### config.mk
export PLATFORM = sky130hd
export DESIGN_NAME = spike_out_collector
export DESIGN_NICKNAME = d
export VERILOG_FILES = /design/src/rtl/n_core_pkg.sv /design/src/rtl/spike_out_collector.sv
export SDC_FILE = /design/constraint.sdc
export NUM_CORES = 1
export LEC_CHECK = 0
export BUFFER_PORTS_ARGS = -buffer_cell sky130_fd_sc_hd__buf_2
export CAP_MARGIN = 0
export CORE_MARGIN = 2
export CORE_UTILIZATION = 34
export CTS_CLUSTER_SIZE = 24
export DETAILED_ROUTE_END_ITERATION = 8
export PLACE_DENSITY = 0.49
export SKIP_CTS_REPAIR_TIMING = 1
export SYNTH_ARGS = -nofsm -noshare
export SYNTH_HDL_FRONTEND = slang
export SYNTH_SLANG_ARGS = --single-unit
### constraint.sdc
create_clock -name clk_i -period 3.6 [get_ports clk_i]
set_input_delay 0.18 -clock clk_i [delete_from_list [all_inputs] [get_ports clk_i]]
set_output_delay 0.18 -clock clk_i [all_outputs]
set_load 0.05 [all_outputs]
### src/rtl/n_core_pkg.sv
// Shared n_core definitions: spike index width, neuron count and the
// state encoding of the output spike collector.
package n_core_pkg;

    localparam int SPIKE_W   = 8;
    localparam int N_NEURONS = 32;

    typedef enum logic [1:0] {
        COLLECT = 2'd0,
        FLUSH   = 2'd1,
        PUBLISH = 2'd2
    } out_coll_state_t;

endpackage

### src/rtl/spike_out_collector.sv
// Reader side of the n_core output spike queue. Pops neuron indices,
// rebuilds the per-timestep spike bitmap and, once the core signals end of
// timestep and the queue has drained, publishes map, distinct-spike count and
// step number.
//
// Handshake: the published record (spike_map_o, spike_cnt_o, step_o) is
// offered while map_valid_o is high and is held stable until the consumer
// takes it at the first rising edge with map_valid_o & map_ready_i; map_ready_i
// may be high before map_valid_o. The queue side is first-word fall-through:
// r_data_i is valid while empty_i is low and rd_o pops it at the clock edge.
module spike_out_collector
    import n_core_pkg::*;
#(
    parameter int B      = SPIKE_W,
    parameter int N      = N_NEURONS,
    parameter int CNT_W  = 6,
    parameter int STEP_W = 16
) (
    input  logic                  clk_i,
    input  logic                  rst_i,
    input  logic                  en_i,
    input  logic                  step_done_i,
    input  logic                  empty_i,
    input  logic [B-1:0]          r_data_i,
    output logic                  rd_o,
    output logic [N-1:0]          spike_map_o,
    output logic [CNT_W-1:0]      spike_cnt_o,
    output logic [STEP_W-1:0]     step_o,
    output logic                  map_valid_o,
    input  logic                  map_ready_i,
    output logic                  bad_idx_o,
    output logic                  overrun_o,
    output out_coll_state_t       state_o
);

    localparam int IDX_W = (N > 1) ? $clog2(N) : 1;

    out_coll_state_t     state;
    out_coll_state_t     state_next;
    logic [N-1:0]        acc;
    logic [CNT_W-1:0]    cnt;
    logic [STEP_W-1:0]   step;
    logic                in_range;
    logic [IDX_W-1:0]    idx;

    // Indices at or above N are reported, never written into the map.
    assign in_range = ({{(32-B){1'b0}}, r_data_i} < 32'(N));
    assign idx      = r_data_i[IDX_W-1:0];
    assign state_o  = state;

    // Pop strobe and next-state selection; PUBLISH stops reads so the core's
    // queue back-pressures while the record is waiting to be taken.
    always_comb begin
        rd_o       = en_i & ~empty_i & (state != PUBLISH);
        state_next = state;
        case (state)
            COLLECT: if (step_done_i) state_next = FLUSH;
            FLUSH:   if (empty_i) state_next = PUBLISH;
            PUBLISH: if (map_valid_o && map_ready_i) state_next = COLLECT;
            default: state_next = COLLECT;
        endcase
    end

    // State, accumulator, counters, sticky flags and published record.
    always_ff @(posedge clk_i or posedge rst_i) begin
        if (rst_i) begin
            state       <= COLLECT;
            acc         <= '0;
            cnt         <= '0;
            step        <= '0;
            spike_map_o <= '0;
            spike_cnt_o <= '0;
            step_o      <= '0;
            map_valid_o <= 1'b0;
            bad_idx_o   <= 1'b0;
            overrun_o   <= 1'b0;
        end else begin
            state <= state_next;

            // Pops never happen in PUBLISH, so accumulation and the post-
            // transfer clear below cannot collide.
            if (rd_o) begin
                if (in_range) begin
                    acc[idx] <= 1'b1;
                    if (!acc[idx]) begin
                        cnt <= cnt + CNT_W'(1);
                    end
                end else begin
                    bad_idx_o <= 1'b1;
                end
            end

            // A second end-of-step while one is still in flight is dropped.
            if (step_done_i && (state != COLLECT)) begin
                overrun_o <= 1'b1;
            end

            if ((state == FLUSH) && empty_i) begin
                spike_map_o <= acc;
                spike_cnt_o <= cnt;
                step_o      <= step;
                map_valid_o <= 1'b1;
            end

            if ((state == PUBLISH) && map_valid_o && map_ready_i) begin
                map_valid_o <= 1'b0;
                acc         <= '0;
                cnt         <= '0;
                step        <= step + STEP_W'(1);
            end
        end
    end

endmodule
; After elaboration in Yosys (flattened, before gate mapping)
; Cells that the tools add are included.
[totals]
mem_bits_ro = 0
regBits = 113
latch_bits = 0
mem_bits_rw = 0
mem_count = 0
word_cells = 59
inputBits = 14
[op_classes]
addsub = 2
bitwise_logic = 5
n_mux = 17
multipliers = 0
n_shift = 0
order_cmp = 3
div_mod_pow = 0
n_eq_ne = 7
n_reduce_logical = 15
[op_table]
columns = op, n
row1 = 32-bit two-way mux, 3
row2 = 32-bit bitwise OR, 1
row3 = 6-bit two-way mux, 4
row4 = 16-bit by 1-bit adder with 16-bit output (second input constant), 1
row5 = 8-bit by 6-bit less-than comparator with 1-bit output (second input constant), 1
row6 = 2-bit != test (second input constant), 4
row7 = 2-bit nonzero test, 4
row8 = 6-bit by 1-bit adder with 6-bit output (second input constant), 1
row9 = 1-bit logical AND, 6
row10 = 5-bit by 6-bit less-than comparator with 1-bit output (second input constant), 1
row11 = 2-bit two-way mux, 3
row12 = 2-bit case mux with 3 select lines, 1
row13 = 3-bit AND reduction, 2
row14 = 1-bit binary-select mux with 5-bit select, 1
row15 = 1-bit demux with 5-bit select, 1
row16 = 5-bit by 1-bit greater-or-equal comparator with 1-bit output (second input constant), 1
row17 = 1-bit two-way mux, 4
row18 = 2-bit AND reduction, 2
row19 = 1-bit bitwise AND, 2
row20 = 2-bit by 1-bit equality test with 1-bit output (second input constant), 1
row21 = 2-bit equality test (second input constant), 1
row22 = 2-bit logical NOT, 1
row23 = 2-bit by 1-bit != test with 1-bit output (second input constant), 1
row24 = 1-bit inverter, 2

; Longest topological paths before layout
[logic_depth]
word_depth = 8
mapped_depth = 7
ltp_nobuf = 5

; Worst setup path before layout
; OpenSTA, ideal clock, no wires.
[synth_timing]
path_type = register to register
start = reg state[0] (netlist: state_o[0])
end = reg step[13]
path_slack_ps = 1567
synth_period_minus_slack_ps = 2033
arrival_ps = 1910
setup_ps = 123
stages_incl_launch_ff = 6
path_buffers = 0
cell_sequence = dfrtp_1 -> nand4b_2 -> or4_4 -> nor2_1 -> nand3_1 -> xnor2_1
[synth_between]
elab_chain_len = 3
[synth_rtl]
columns = item, line_no
row1 = start: declaration, spike_out_collector.sv:38  ; out_coll_state_t state;
row2 = start signal: assignment, spike_out_collector.sv:78  ; state <= state_next;
row3 = 2-bit equality test, spike_out_collector.sv:105  ; if ((state == PUBLISH) && map_valid_o && map_ready_i) begin
row4 = 1-bit logical AND (2 in series), spike_out_collector.sv:105
row5 = end signal: assignment, spike_out_collector.sv:109  ; step <= step + STEP_W'(1);
row6 = end: declaration, spike_out_collector.sv:42  ; logic [STEP_W-1:0] step;
; Every way passes these cells.
; A chain may end at the register's enable or synchronous reset.

; Worst setup path after layout
[layout_timing]
start = reg state[0] (netlist: state_o[0])
end = reg step[14]
; Same word-level chain as after synthesis.

==> impl_metrics.yaml <==
outcome:
  status: "finished, final reports clean"
route:
  ant_nets: 0
  avgRoutedWirePerCell_um: 15.8
  first_pass_iters: 4
  num_vias: 3211
  routed_wl_mm: 10.4
  routed_via_density: 4.87
  initialDrtViolationCount: 158
  drcViolationCount: 0
yosys:
  syn_area_mm2: 0.00483
  synth_fa_ha_area_share_pct: 0.518
  synth_compound_area_share_pct: 5.50
  synth_top_family_by_area: "multiplexers"
  yosysWarnings: 0
  synth-edff-count: 0
  synthCells: 386
  ys_async_sr_fraction_pct: 100
  synth-seq-cells: 113
  yosys.area_share.simple_pct: 13.0
  ys.flop_type: "dfrtp_1"
  yosysSeqAreaShare_pct: 58.6
  syn_nets: 402
  synth-xor-area-share_pct: 2.72
  avgSynthCellArea_um2: 12.5
  synthMuxAreaShare_pct: 17.5
  yosysUniqueCellTypes: 45
sta:
  worst_slack_ns: 1.55
  slew_violations: 0
  post-route-period-util_pct: 57.0
  worst_pin_slew_ns: 0.782
  hold_slack_ns: 0.0335
  setup_violations: 0
  max_freq_mhz: 488
  finalSetupTns_ns: 0
  relSlewSlack_pct: 47.6
  skew_ns: 0.00800
  final_hold_viol_count: 0
  period_needed_ns: 2.05
  rsz0062_at_grt: "no"
global_routing:
  overflow: 0
  grt_usage_pct: 15.3
  antenna_found_initial: 0
  grt_first_pass_wirelength_mm: 17.6
  grt_pass1_vias: 3382
  grt_max_degree: 46
cells_and_area:
  diodes: 0
  area_growth_pct: 25.2
  drive_gt1_share_pct: 37.5
  fin_nets: 483
  fin_cells: 660
clocking:
  tritoncts: "built"
  htree_levels: 4
  cts_root_buf: "clkbuf_16"
  clock_sinks: 113
  cts_buffers: 17
  clkLatencyLatePin_ns: 0.41
  path_clk_slew_ns: 0.05
  cts_max_path_buffers: 2
die:
  initial_utilization_pct: 34.8
  core_area_mm2: 0.0139
  chipWidth_um: 123
  ios: 74
  num_rows: 43
  die_area_mm2: 0.0152
  die-height_um: 123
worst_hold_path:
  min_path_type: "in2reg"
critical_path:
  critical-path-top-delay-family: "simple AND/OR/NAND/NOR gates"
  cp-start-kind: "register"
  path_cells: "and4b_1, buf_4, nand4_1, nor3_1, nand4_1, xnor2_1"
  critPathArrivalTime_ns: 2.35
  path_buf_inv: 1
  slowest_stage: "dfrtp_1"
  path_common_cell: "nand4_1"
  worstSetupEndpointType: "register"
  worstPathMaxFanout: 35
  required_ns: 3.90
  critical_path.max_stage_delay_ns: 0.43
  worstSetupPathType: "reg2reg"
  r2r_slack_ns: 1.55
power_and_ir_drop:
  powerDensity_mw_per_mm2: 687
  power_leakage_nw: 3.09
  irDropWorstVdd_mv: 0.331
placed_design:
  place.port_buffers: 73
  dp_cells: 627
  place.gp.congestion: 0.765
  place_ws_ns: 1.52
  dpl.hpwl_mm: 7.15
run:
  maxCapViolations: 0
==> path summary, 6_finish.rpt <==
path                                  start         to  depth (start not counted)
worst max-delay path             state_o[0]   step[14]                          6
worst min-delay path            step_done_i  overrun_o                          3
worst max register to register   state_o[0]   step[14]                          6
worst min register to register    bad_idx_o  bad_idx_o                          1
max in group asynchronous             rst_i     cnt[3]                          4
min in group asynchronous             rst_i  step_o[6]                          3
==> cell usage in the layout (no fill, tap or decap), types with 2 or more instances in the layout <==
master / instances
nor4_1: 4
and3_1: 5
nand3b_1: 3
buf_2: 73
mux2_1: 2
nand2_1: 21
a21oi_1: 33
nand2b_1: 6
bufinv_16: 6
nor3_1: 4
and2_1: 3
dfrtp_1: 113
xor2_1: 4
nand4_1: 7
mux2i_1: 13
mux4_2: 2
mux2_2: 56
clkinvlp_4: 2
ha_1: 2
nor2b_1: 2
clkbuf_16: 17
buf_4: 7
o21ai_0: 3
o22a_1: 2
clkinv_2: 3
inv_1: 3
nor2_1: 39
xnor2_1: 11
nand3_1: 9
clkbuf_1: 4
nor3b_2: 3
==> synthesized netlist by cell type (2+ instances only) <==
library cell,count,area (um^2)
o22a_1,2,17.5
nand2_1,21,78.8
nor2b_1,2,12.5
nand2b_1,6,37.5
ha_1,2,25.0
nor3_1,4,20.0
buf_2,8,40.0
nand3_1,9,45.0
and3_1,5,31.3
inv_1,4,15.0
nor4_1,4,25.0
mux4_2,2,45.0
dfrtp_1,113,2830
nand3b_1,3,22.5
mux2_2,56,631
xnor2_1,11,96.3
o21ai_0,3,15.0
mux2_1,2,22.5
clkbuf_1,8,30.0
a21oi_1,33,165
nand4_1,7,43.8
xor2_1,4,35.0
nor2_1,39,146
and2_1,3,18.8
nor3b_2,3,37.5
mux2i_1,13,130
==> metal layers <==
layer	wire length, um	global-route usage (%)	share of wire [%]
met5	0	0	0
met1	4600	19.3	44
met3	491	4.70	4.7
met4	210	6.61	2.0
met2	5130	24.3	49
==> kinds of logic (layout without fill, tap and decap cells) <==
group,after synthesis,after routing
buffers and inverters,23,117
AOI/OAI and AO/OA,44,44
xor gates and xnor gates,15,15
DFF,113,113
muxes,74,74
adders and majority gates,2,2
and+or+nand+nor,115,115
==> report_power, final <==
group / switching (W) / internal [W]
clock network: 0.000573 / 0.00129
logic: 0.000546 / 0.000241
registers: 0.000102 / 0.00140
total: 0.00122 / 0.00293
==> flip-flops by register name, summed over array words and instances (netlist names) <==
signal	cells
acc	32
bad_idx_o	1
cnt	6
map_valid_o	1
overrun_o	1
spike_cnt_o	6
spike_map_o	32
state_o	2
step	16
step_o	16
==> cell type report <==
type	count	area, um^2
fillers	1333	7840
flip-flops and latches	113	2830
multi-input cells	250	1890
clock buffers	21	440
repair buffers	81	428
well taps	180	225
clock inverters	11	210
inverters	4	17.5
==> worst reg2reg max path: stages, from the launching register on <==
cell and delay [ns]:
dfrtp_1 0.43, and4b_1 0.27, buf_4 0.33, nand4_1 0.28
nor3_1 0.34, nand4_1 0.15, xnor2_1 0.14
==> through the flow <==
step / cell area (um^2) / utilization [%] / power, W
2_1_floorplan: 4830 / - / 0.00213
3_3_place_gp: 5380 / 38.8 / 0.00231
3_5_place_dp: 5380 / 38.8 / 0.00233
4_1_cts: 6030 / 43.5 / 0.00421
5_1_grt: 6040 / 43.5 / 0.00433
6_report: 6040 / 43.5 / 0.00415
Note: power is estimated with default switching activity, not from simulation.
